[config.mk]
export PLATFORM = sky130hd
export DESIGN_NAME = bcd_code_converter_seq
export DESIGN_NICKNAME = d
export VERILOG_FILES = /design/src/rtl/bcd_conv_pkg.sv /design/src/rtl/bcd_digit_map.sv /design/src/rtl/bcd_code_converter_seq.sv
export SDC_FILE = /design/constraint.sdc
export NUM_CORES = 1
export LEC_CHECK = 0
export ABC_CLOCK_PERIOD_IN_PS = 4000
export CAP_MARGIN = 40
export CORE_ASPECT_RATIO = 1.1
export CORE_MARGIN = 4
export CORE_UTILIZATION = 29
export CTS_CLUSTER_SIZE = 12
export DETAILED_ROUTE_END_ITERATION = 16
export GPL_TIMING_DRIVEN = 0
export SETUP_SLACK_MARGIN = 0.15
export SLEW_MARGIN = 20
export SYNTH_ARGS = -nofsm -noshare
export SYNTH_HDL_FRONTEND = slang
export SYNTH_SLANG_ARGS = --single-unit
[constraint.sdc]
create_clock -name clk -period 4 [get_ports clk]
set_clock_uncertainty 0.05 [all_clocks]
set_input_delay 0.8 -clock clk [delete_from_list [all_inputs] [get_ports clk]]
set_output_delay 0.8 -clock clk [all_outputs]
set_load 0.01 [all_outputs]
[src/rtl/bcd_conv_pkg.sv]
// rtl/bcd_conv_pkg.sv - shared mode codes, FSM encoding and fill value for the BCD converter
package bcd_conv_pkg;

  localparam logic [1:0] MODE_XS3   = 2'd0;
  localparam logic [1:0] MODE_2421  = 2'd1;
  localparam logic [1:0] MODE_GRAY  = 2'd2;
  localparam logic [1:0] MODE_8421N = 2'd3;

  localparam logic [3:0] INVALID_FILL = 4'hF;

  typedef enum logic [1:0] {
    ST_IDLE = 2'd0,
    ST_CONV = 2'd1,
    ST_DONE = 2'd2
  } state_e;

endpackage

[src/rtl/bcd_digit_map.sv]
// rtl/bcd_digit_map.sv - combinational map of one BCD digit into the selected 4-bit code
module bcd_digit_map
  import bcd_conv_pkg::*;
(
  input  logic [3:0] digit_i,
  input  logic [1:0] mode_i,
  output logic [3:0] code_o,
  output logic       err_o
);

  logic [3:0] neg_code;

  always_comb begin
    neg_code = 4'h0;
    case (digit_i)
      4'd1:    neg_code = 4'h7;
      4'd2:    neg_code = 4'h6;
      4'd3:    neg_code = 4'h5;
      4'd4:    neg_code = 4'h4;
      4'd5:    neg_code = 4'hB;
      4'd6:    neg_code = 4'hA;
      4'd7:    neg_code = 4'h9;
      4'd8:    neg_code = 4'h8;
      4'd9:    neg_code = 4'hF;
      default: neg_code = 4'h0;
    endcase
  end

  always_comb begin
    code_o = INVALID_FILL;
    err_o  = 1'b0;
    if (digit_i > 4'd9) begin
      err_o = 1'b1;
    end else begin
      case (mode_i)
        MODE_XS3:  code_o = digit_i + 4'd3;
        MODE_2421: code_o = (digit_i <= 4'd4) ? digit_i : digit_i + 4'd6;
        MODE_GRAY: code_o = digit_i ^ (digit_i >> 1);
        default:   code_o = neg_code;
      endcase
    end
  end

endmodule

[src/rtl/bcd_code_converter_seq.sv]
// rtl/bcd_code_converter_seq.sv - digit-serial BCD code converter, one digit per clock
module bcd_code_converter_seq
  import bcd_conv_pkg::*;
#(
  parameter int DIGITS = 4
) (
  input  logic                  clk,
  input  logic                  rst,
  input  logic                  in_valid,
  output logic                  in_ready,
  input  logic [4*DIGITS-1:0]   in_bcd,
  input  logic [1:0]            mode,
  output logic                  out_valid,
  input  logic                  out_ready,
  output logic [4*DIGITS-1:0]   out_code,
  output logic                  out_err,
  output logic [DIGITS-1:0]     err_digit
);

  localparam int IDXW = (DIGITS > 1) ? $clog2(DIGITS) : 1;
  localparam logic [IDXW-1:0] LAST_IDX = IDXW'(DIGITS - 1);

  state_e               state_q, state_d;
  logic [IDXW-1:0]      idx_q, idx_d;
  logic [4*DIGITS-1:0]  bcd_q, bcd_d;
  logic [1:0]           mode_q, mode_d;
  logic [4*DIGITS-1:0]  result_q, result_d;
  logic [DIGITS-1:0]    err_q, err_d;

  logic [3:0] cur_digit;
  logic [3:0] cur_code;
  logic       cur_err;

  assign cur_digit = bcd_q[4*int'(idx_q) +: 4];

  bcd_digit_map u_map (
    .digit_i (cur_digit),
    .mode_i  (mode_q),
    .code_o  (cur_code),
    .err_o   (cur_err)
  );

  always_comb begin
    state_d  = state_q;
    idx_d    = idx_q;
    bcd_d    = bcd_q;
    mode_d   = mode_q;
    result_d = result_q;
    err_d    = err_q;
    case (state_q)
      ST_IDLE: begin
        if (in_valid) begin
          bcd_d    = in_bcd;
          mode_d   = mode;
          result_d = '0;
          err_d    = '0;
          idx_d    = '0;
          state_d  = ST_CONV;
        end
      end
      ST_CONV: begin
        result_d[4*int'(idx_q) +: 4] = cur_code;
        err_d[idx_q]                 = cur_err;
        idx_d                        = idx_q + 1'b1;
        if (idx_q == LAST_IDX) begin
          idx_d   = '0;
          state_d = ST_DONE;
        end
      end
      ST_DONE: begin
        if (out_ready) state_d = ST_IDLE;
      end
      default: state_d = ST_IDLE;
    endcase
  end

  always_ff @(posedge clk) begin
    if (rst) begin
      state_q  <= ST_IDLE;
      idx_q    <= '0;
      bcd_q    <= '0;
      mode_q   <= MODE_XS3;
      result_q <= '0;
      err_q    <= '0;
    end else begin
      state_q  <= state_d;
      idx_q    <= idx_d;
      bcd_q    <= bcd_d;
      mode_q   <= mode_d;
      result_q <= result_d;
      err_q    <= err_d;
    end
  end

  // Handshake outputs decode from state alone, so no input-to-output combinational path exists.
  assign in_ready  = (state_q == ST_IDLE);
  assign out_valid = (state_q == ST_DONE);
  assign out_code  = result_q;
  assign err_digit = err_q;
  assign out_err   = |err_q;

endmodule

==> impl_metrics.toml, run 1 <==
[outcome]
status = "finished clean"

[grt]
first_global_vias = 2032
remaining_global_route_overflow = 0
global_route.usage.total = 0.129
wire_length_of_the_first_global_routing_pass_mm = 10.0
grt_max_degree = 15
antenna_violations_before_repair = 0

[pwr]
total_leakage_power_uw = 0.00110
share_seq_of_total_power = 0.420
power_share_of_the_clock_group = 0.385
internal_cell_power_uw = 770
power.density_nw_per_um2 = 343
final_total_pwr_uw = 1060
peakVddDrop_mv = 0.124
net-switching-power_uw = 288
net_sw_frac = 0.272
portion_of_total_power_attributed_to_combinational_logic = 0.195

[detailed_routing]
num_vias = 2127
vias_per_cell = 4.90
drt_iter0_markers = 81
firstDrtPassIters = 4
drt-total-wl_mm = 6.01
antenna_violating_nets_post_route = 0
drcViolationCount = 0
wl_per_cell_um = 13.9

[finish]
finalNetCount = 360
area_growth_pct = 29.5
n_antenna_cell = 0
drive_gt1_frac = 0.104
fillerInstances = 825

[sta]
timing.final.crit_period_ns = 3.21
timing_hold_violations_final = 0
unrepaired_setup_endpoints_after_global_routing = "no"
timing.slew.headroom = 0.543
finalCritPeriodShare = 0.802
fin_setup_tns_ns = 0
tightestPinTransition_ns = 0.681
report.final.setup_viol = 0
final_max_slew_viol_count = 0
clock.fmax_mhz = 312

[synth]
synth.ff_latch_count = 42
post-synth-top-area-fraction = 0.353
synth-seq-area-share = 0.353
netlist-cell-type-count = 48
number_of_enable_type_register_cells_in_the_synthesized_netlist = 0
yosysMostFrequentCell = "sky130_fd_sc_hd__nand2_1"
post_synth_inst_count = 275
synth.largest_area_cell = "sky130_fd_sc_hd__dfxtp_1"
syn-num-nets = 310
synth-async-reset-ratio = 0
ys_top_cells_by_count = "sky130_fd_sc_hd__nand2_1 (56), sky130_fd_sc_hd__dfxtp_1 (42), sky130_fd_sc_hd__a21oi_1 (34)"
yosys-top-cells-area = "sky130_fd_sc_hd__dfxtp_1 (35%), sky130_fd_sc_hd__nand2_1 (8.8%), sky130_fd_sc_hd__a21oi_1 (7.1%), sky130_fd_sc_hd__ha_1 (6.8%), sky130_fd_sc_hd__mux4_2 (3.8%)"
synth_flop_cell = "sky130_fd_sc_hd__dfxtp_1"
synth.yosys.warnings = 0
netlist_area_um2 = 2380
syn_avg_cell_area_um2 = 8.66

[worst_setup_path]
cp-end-kind = "register"
kind_of_start_point_of_the_critical_path = "register"
data_required_time_of_the_worst_path_ns = 4.11
ff_to_ff_path_depth = 9
crit_path_max_fanout = 10
setup.worst_path.class = "register to register"
critPathArrivalTime_ns = 3.31

[floorplan]
floorplan.rows = 34
die_height_um = 103
die-area_um2 = 9730
chipWidth_um = 94.4
initial_utilization = 0.299
pin_count = 45
design.core.area_um2 = 7960

[clock_network]
cts-root-to-sink-buffers = 2
cts_tree = "built"
setup_fix_bufs_post_cts = 0
worstSkewPairLatency_ns = 0.29
clock-sinks = 42
hold_buffers = 0
cts_repair_resize_count = 0
path_clk_slew_ns = 0.08
clk_root_buffer_cell = "sky130_fd_sc_hd__clkbuf_8"
cts_buffers = 5
cts_htree_levels = 2

[place]
place_hpwl_mm = 4.63
io_buffers = 43
rd_place_congestion = 0.829

[job]
drv_cap = 0

[hold_path]
worstHoldPathCells = 2
holdCritPathClass = "register to register"
-- cells by family after synthesis --
logic type,synth area share
AND/OR/NAND/NOR,0.204
AO/OA/AOI/OAI,0.262
flip-flops,0.353
buffers and inverters,0.0494
adder cells (fa/ha/maj),0.0683
multiplexers,0.0636
-- path summary, 6_finish.rpt --
| path | startpoint | end | slack [ns] |
|---|---|---|---|
| max | idx_q[0]$_SDFFE_PP0P_ | out_code[15]$_SDFFE_PP0P_ | 0.79 |
| min | bcd_q[4]$_SDFFE_PP0P_ | bcd_q[4]$_SDFFE_PP0P_ | 0.41 |
| max reg2reg | idx_q[0]$_SDFFE_PP0P_ | out_code[15]$_SDFFE_PP0P_ | 0.79 |
| min reg2reg | bcd_q[4]$_SDFFE_PP0P_ | bcd_q[4]$_SDFFE_PP0P_ | 0.41 |
-- power groups by stage --
stage	clock network, uW	registers, uW	logic (uW)
after floorplan	0	452	140
after global placement	0	453	204
after detailed placement	0	454	206
after CTS	419	444	208
after global routing	434	447	231
final	407	444	207
-- cell usage in the layout (no fill, tap or decap), types with 5 or more instances in the layout --
| master | instances |
|---|---|
| sky130_fd_sc_hd__dfxtp_1 | 42 |
| sky130_fd_sc_hd__clkdlybuf4s50_1 | 43 |
| sky130_fd_sc_hd__o21ai_0 | 5 |
| sky130_fd_sc_hd__o31ai_1 | 5 |
| sky130_fd_sc_hd__nor2b_1 | 8 |
| sky130_fd_sc_hd__nor2_1 | 15 |
| sky130_fd_sc_hd__inv_1 | 13 |
| sky130_fd_sc_hd__ha_1 | 13 |
| sky130_fd_sc_hd__clkbuf_1 | 11 |
| sky130_fd_sc_hd__a21oi_1 | 34 |
| sky130_fd_sc_hd__nand2_1 | 56 |
| sky130_fd_sc_hd__clkbuf_8 | 5 |
-- stage by stage --
stage / setup WS (ns) / hold slack, ns / util / instances / area [um2]
floorplan: 1.37 / 0.383 / - / 275 / 2380
global placement: 0.778 / 0.392 / 0.370 / 426 / 2950
detailed placement: 0.787 / 0.398 / 0.370 / 426 / 2950
CTS: 0.736 / 0.410 / 0.388 / 434 / 3080
global route: 0.450 / 0.433 / 0.388 / 434 / 3080
finish: 0.792 / 0.406 / 0.388 / 434 / 3080
-- layer usage --
metal	vias up	share of wire	global-route usage
met5	-	0	0
met4	0	0.010	0.0300
met3	6	0.038	0.0219
met2	41	0.48	0.229
met1	991	0.47	0.163
li1	1089	-	-
-- sequential cells by signal (all words and copies together) (netlist names) --
signal     count
idx_q          2
mode_q         2
state_q        2
out_code      16
err_digit      4
bcd_q         16
-- critical path: stages (launching register included) --
cell and delay [ns]:
sky130_fd_sc_hd__dfxtp_1 0.44, sky130_fd_sc_hd__buf_6 0.18, sky130_fd_sc_hd__mux4_2 0.55, sky130_fd_sc_hd__inv_1 0.19
sky130_fd_sc_hd__ha_1 0.31, sky130_fd_sc_hd__nor2b_1 0.07, sky130_fd_sc_hd__o21ai_0 0.54, sky130_fd_sc_hd__o21ai_1 0.23
sky130_fd_sc_hd__a211oi_4 0.41, sky130_fd_sc_hd__a221oi_2 0.10
-- final cells by class --
| type | count | area (um2) | share of cell area |
|---|---|---|---|
| clock inverters | 3 | 68.8 | 0.0223 |
| clock buffers | 5 | 68.8 | 0.0223 |
| well taps | 108 | 135 | 0.0438 |
| inverters | 13 | 48.8 | 0.0158 |
| flip-flops and latches | 42 | 841 | 0.273 |
| plain buffers | 14 | 68.8 | 0.0223 |
| repair buffers | 43 | 430 | 0.140 |
| multi-input cells | 206 | 1420 | 0.461 |
No activity file was read; power rests on OpenSTA's default activity.
==> inputs of run 2 (changes only) <==
Settings changed: ABC_CLOCK_PERIOD_IN_PS 4000 to 2930.
Clock period 4 ns to 2.93 ns, I/O delays scaled along.
==> run 2 against run 1 <==
  * Register-to-register slack got worse by 0.44 ns
  * Clock power increased by 37%
  * Critical path type unchanged
  * First-iteration DRC count increased by 51%
  * Largest cell class unchanged
  * Wire length rose by 2.4%
  * Via count up 1.6%
==> impl_metrics.toml, run 2 (same netlist as run 1, synthesis figures left out) <==
[outcome]
status = "finished clean"

[finish]
area_growth_pct = 33.3
finalNetCount = 366
final_cell_mix = "sky130_fd_sc_hd__nand2_1 (56), sky130_fd_sc_hd__clkdlybuf4s50_1 (43), sky130_fd_sc_hd__dfxtp_1 (41), sky130_fd_sc_hd__a21oi_1 (34), sky130_fd_sc_hd__nor2_1 (15)"
n_antenna_cell = 0
drive_gt1_frac = 0.151
layout_commonest_cell = "sky130_fd_sc_hd__nand2_1"
layout.core_utilization = 0.399

[worst_setup_path]
cp_num_buf_inv = 1
cp_cell_sequence = "buf_6 -> mux4_2 -> ha_2 -> or3_1 -> a211oi_2 -> nor3_2 -> a221oi_1"
crit_path_max_fanout = 10
data_required_time_of_the_worst_path_ns = 3.09
timing.critical_path.max_delay_family = "multiplexers"
setup.worst_path.class = "register to register"
cell_at_the_slowest_stage_of_the_critical_path = "sky130_fd_sc_hd__mux4_2"
cp-end-kind = "register"
kind_of_start_point_of_the_critical_path = "register"
critPathArrivalTime_ns = 2.74
critical-path-max-stage-delay_ns = 0.58

[sta]
timing_hold_violations_final = 0
clock.fmax_mhz = 388
unrepaired_setup_endpoints_after_global_routing = "yes"
timing.slew.headroom = 0.634
timing.final.crit_period_ns = 2.58
final_max_slew_viol_count = 0
tightestPinTransition_ns = 0.550
report.final.setup_viol = 0
finalCritPeriodShare = 0.880

[grt]
wire_length_of_the_first_global_routing_pass_mm = 10.1
global_route.usage.total = 0.130
remaining_global_route_overflow = 0
met2_usage = 0.234
antenna_violations_before_repair = 0
first_global_vias = 2067
grt_max_degree = 15
global_route.peak_usage_layer = "met2"
grt_util_met1 = 0.163
grtUsageMet3 = 0.0219

[detailed_routing]
vias_per_cell = 4.91
wl_per_cell_um = 14.0
drcViolationCount = 0
firstDrtPassIters = 4
antenna_violating_nets_post_route = 0
drt_iter0_markers = 122
num_vias = 2161
drt-total-wl_mm = 6.16

[pwr]
power.density_nw_per_um2 = 463
total_leakage_power_uw = 0.00114
final_total_pwr_uw = 1470
peakVddDrop_mv = 0.173

[floorplan]
design.core.area_um2 = 7960
floorplan.rows = 34
initial_utilization = 0.299
chipWidth_um = 94.4
pin_count = 45
die_height_um = 103
die-area_um2 = 9730

[clock_network]
cts_htree_levels = 2
path_clk_slew_ns = 0.09
cts-root-to-sink-buffers = 2
worstSkewPairLatency_ns = 0.29
cts_buffers = 5
cts_tree = "built"
clock-sinks = 42
clk_root_buffer_cell = "sky130_fd_sc_hd__clkbuf_8"

[hold_path]
holdCritPathClass = "register to register"

[place]
io_buffers = 43
place_hpwl_mm = 4.63
rd_place_congestion = 0.829

[job]
drv_cap = 0
-- run 2: cell types whose count changed in the layout (fill, tap and decap cells not counted), moves of 2 or more --
cell / previous run / this run
sky130_fd_sc_hd__buf_4: 0 / 6
sky130_fd_sc_hd__o21ai_0: 5 / 2
sky130_fd_sc_hd__o21ai_2: 0 / 2
sky130_fd_sc_hd__ha_1: 13 / 11
-- run 2: tightest hold or removal path, cell delays in order (launching register included) --
cell,delay [ns]
sky130_fd_sc_hd__dfxtp_1,0.31
sky130_fd_sc_hd__nand2_1,0.05
sky130_fd_sc_hd__a21oi_1,0.05
-- run 2: worst paths after layout --
| check | startpoint | endpoint | slack, ns | depth (start not counted) |
|---|---|---|---|---|
| setup / recovery | idx_q[0]$_SDFFE_PP0P_ | out_code[5]$_SDFFE_PP0P_ | 0.35 | 7 |
| hold / removal | bcd_q[4]$_SDFFE_PP0P_ | bcd_q[4]$_SDFFE_PP0P_ | 0.41 | 2 |
| setup reg to reg | idx_q[0]$_SDFFE_PP0P_ | out_code[5]$_SDFFE_PP0P_ | 0.35 | 7 |
| hold reg to reg | bcd_q[4]$_SDFFE_PP0P_ | bcd_q[4]$_SDFFE_PP0P_ | 0.41 | 2 |
-- run 2: area by class of cell --
type	instances	area, um2
fill	816	4780
multi-input combinational	206	1470
sequential	42	842
timing repair buffer	49	475
tap	108	135
clock buffer	5	68.8
clock inverter	3	68.8
buffer	14	68.8
inverter	13	48.8
-- run 2: power by group --
| group | internal (uW) | switching [uW] |
|---|---|---|
| Clock | 342 | 216 |
| Combinational | 131 | 173 |
| Sequential | 592 | 15.0 |
-- run 2: metal layers --
layer	vias up	share of wire
met5	-	0
met4	0	0.0099
met3	6	0.039
met2	38	0.49
met1	1018	0.46
li1	1099	-
-- run 2: timing repair --
item | 4_1_cts | 5_1_grt
hold buffers | 0 | 0
endpoints found under the setup margin | 20 | 16
buffers inserted | 6 | 0
pin swaps | 2 | 1
gates resized for setup | 6 | 8
-- run 2: metrics by stage --
step,TNS [ns],std cells,hold WS (ns),cell area [um2],setup WS (ns)
3_5_place_dp,-2.82,426,0.398,2950,-0.283
6_report,0,440,0.406,3170,0.352
4_1_cts,0,440,0.410,3140,0.185
2_1_floorplan,0,275,0.383,2380,0.304
3_3_place_gp,-2.97,426,0.392,2950,-0.292
5_1_grt,0,440,0.433,3170,0.130
==> inputs of run 3 (changes only) <==
Settings changed: DONT_BUFFER_PORTS from default to 1.
==> run 3 against run 2 <==
  * Critical path depth grew 3
  * Sequential power barely moved
  * Register-to-register slack got worse by 0.02 ns
  * Critical path type unchanged
  * Non-clock buffer count is 45 lower
  * Clock power down 33%
  * Cell count fell by 10%
  * Die area did not move
  * Highest routed layer unchanged
  * Worst setup slack lost 0.021 ns
  * Sequential cell count unchanged
  * Core utilization decreased by 6.5 points
==> impl_metrics.toml, run 3 (same netlist as run 1, synthesis figures left out) <==
[clock_network]
clock-sinks = 42
cts_htree_levels = 2
hold_buffers = 0
cts_buffers = 5
cts_tree = "built"
worstSkewPairLatency_ns = 0.29
cts-root-to-sink-buffers = 2
path_clk_slew_ns = 0.08
clk_root_buffer_cell = "sky130_fd_sc_hd__clkbuf_8"

[sta]
final_max_slew_viol_count = 0
timing_hold_violations_final = 0
report.final.setup_viol = 0
clock.fmax_mhz = 385
timing.slew.headroom = 0.659
post-route-worst-setup-slack_ns = 0.331
timing.final.crit_period_ns = 2.60
tightestPinTransition_ns = 0.512
unrepaired_setup_endpoints_after_global_routing = "yes"
finalCritPeriodShare = 0.887

[grt]
remaining_global_route_overflow = 0
first_global_vias = 2024
antenna_violations_before_repair = 0
global_route.usage.total = 0.130
grt_max_degree = 14
wire_length_of_the_first_global_routing_pass_mm = 10.0

[finish]
final_cell_mix = "sky130_fd_sc_hd__nand2_1 (56), sky130_fd_sc_hd__dfxtp_1 (41), sky130_fd_sc_hd__a21oi_1 (34), sky130_fd_sc_hd__nor2_1 (15)"
area_growth_pct = 11.6
n_antenna_cell = 0
fillerInstances = 849
finalNetCount = 321
layout_commonest_cell = "sky130_fd_sc_hd__nand2_1"
drive_gt1_frac = 0.157
layout.core_utilization = 0.334

[detailed_routing]
drcViolationCount = 0
wl_per_cell_um = 15.5
antenna_violating_nets_post_route = 0
firstDrtPassIters = 4
drt-total-wl_mm = 6.14
vias_per_cell = 5.16
num_vias = 2038
drt_iter0_markers = 157

[floorplan]
die_height_um = 103
chipWidth_um = 94.4
pin_count = 45
design.core.area_um2 = 7960
floorplan.rows = 34
die-area_um2 = 9730
initial_utilization = 0.299

[worst_setup_path]
kind_of_start_point_of_the_critical_path = "register"
critical-path-max-stage-delay_ns = 0.56
timing.critical_path.max_delay_family = "multiplexers"
cp-end-kind = "register"
critPathArrivalTime_ns = 2.71
ff_to_ff_path_depth = 10
crit_path_max_fanout = 10
cell_at_the_slowest_stage_of_the_critical_path = "sky130_fd_sc_hd__mux4_2"
cp_num_buf_inv = 3
cp_cell_sequence = "buf_6 -> mux4_2 -> inv_2 -> ha_2 -> inv_1 -> ha_1 -> mux2i_1 -> o21ai_1 -> a211oi_4 -> a221oi_2"
reg2reg_setup_slack_ns = 0.33
critical_path.reg2reg.endpoint = "out_code[3]$_SDFFE_PP0P_"
reg2reg_from = "idx_q[0]$_SDFFE_PP0P_"
setup.worst_path.class = "register to register"
data_required_time_of_the_worst_path_ns = 3.04

[pwr]
power.density_nw_per_um2 = 467
peakVddDrop_mv = 0.221
total_leakage_power_uw = 0.000945

[hold_path]
timing.hold.worst_endpoint = "bcd_q[7]$_SDFFE_PP0P_"
hp-start = "in_bcd[7]"
worstHoldPathCells = 2
holdCritPathClass = "input pin to register"

[place]
place_ws_ns = -0.322
io_buffers = 0
rd_place_congestion = 0.837
place_hpwl_mm = 4.71

[job]
drv_cap = 0

[outcome]
status = "finished clean"
==> run 3: cell type report <==
type	instances	area, um2	share of cell area
plain buffers	14	68.8	0.0259
clock buffers	6	72.6	0.0273
well taps	108	135	0.0509
inverters	13	48.8	0.0184
flip-flops and latches	42	842	0.317
repair buffers	4	30.0	0.0113
clock inverters	2	13.8	0.00518
multi-input cells	206	1450	0.544
==> run 3: where the power goes <==
part	internal [uW]	switching (uW)
clock network	168	205
registers	592	17.6
logic	95.0	162
total	855	385
==> run 3: repair_timing <==
item	in CTS	in global routing
buffers inserted	4	0
endpoints found under the setup margin	20	16
gates cloned	0	0
resized for setup	6	5
pin swaps	2	0
==> run 3: metal layers <==
| layer | global-route usage | part of all wire | vias up |
|---|---|---|---|
| li1 | - | - | 1010 |
| met1 | 0.160 | 0.45 | 978 |
| met2 | 0.217 | 0.49 | 43 |
| met3 | 0.0394 | 0.050 | 7 |
| met4 | 0.0389 | 0.014 | 0 |
| met5 | 0 | 0 | - |
==> run 3: worst max-delay path by stage <==
stage,start,endpoint,slack (ns),cells after the start
global route,idx_q[0]$_SDFFE_PP0P_,out_code[13]$_SDFFE_PP0P_,0.12,7
floorplan,idx_q[0]$_SDFFE_PP0P_,out_code[11]$_SDFFE_PP0P_,0.30,9
detailed placement,idx_q[0]$_SDFFE_PP0P_,out_code[3]$_SDFFE_PP0P_,-0.32,9
global placement,idx_q[0]$_SDFFE_PP0P_,out_code[3]$_SDFFE_PP0P_,-0.30,9
finish,idx_q[0]$_SDFFE_PP0P_,out_code[3]$_SDFFE_PP0P_,0.33,10
CTS,idx_q[0]$_SDFFE_PP0P_,out_code[15]$_SDFFE_PP0P_,0.17,10
==> run 3: through the flow <==
stage	instance area, um2	power (uW)	TNS (ns)	hold WS [ns]	instances
6_report	2660	1240	0	0.370	395
3_5_place_dp	2520	866	-3.44	0.396	383
4_1_cts	2650	1250	0	0.363	395
2_1_floorplan	2380	809	0	0.383	275
3_3_place_gp	2520	861	-3.05	0.393	383
5_1_grt	2660	1310	0	0.361	395
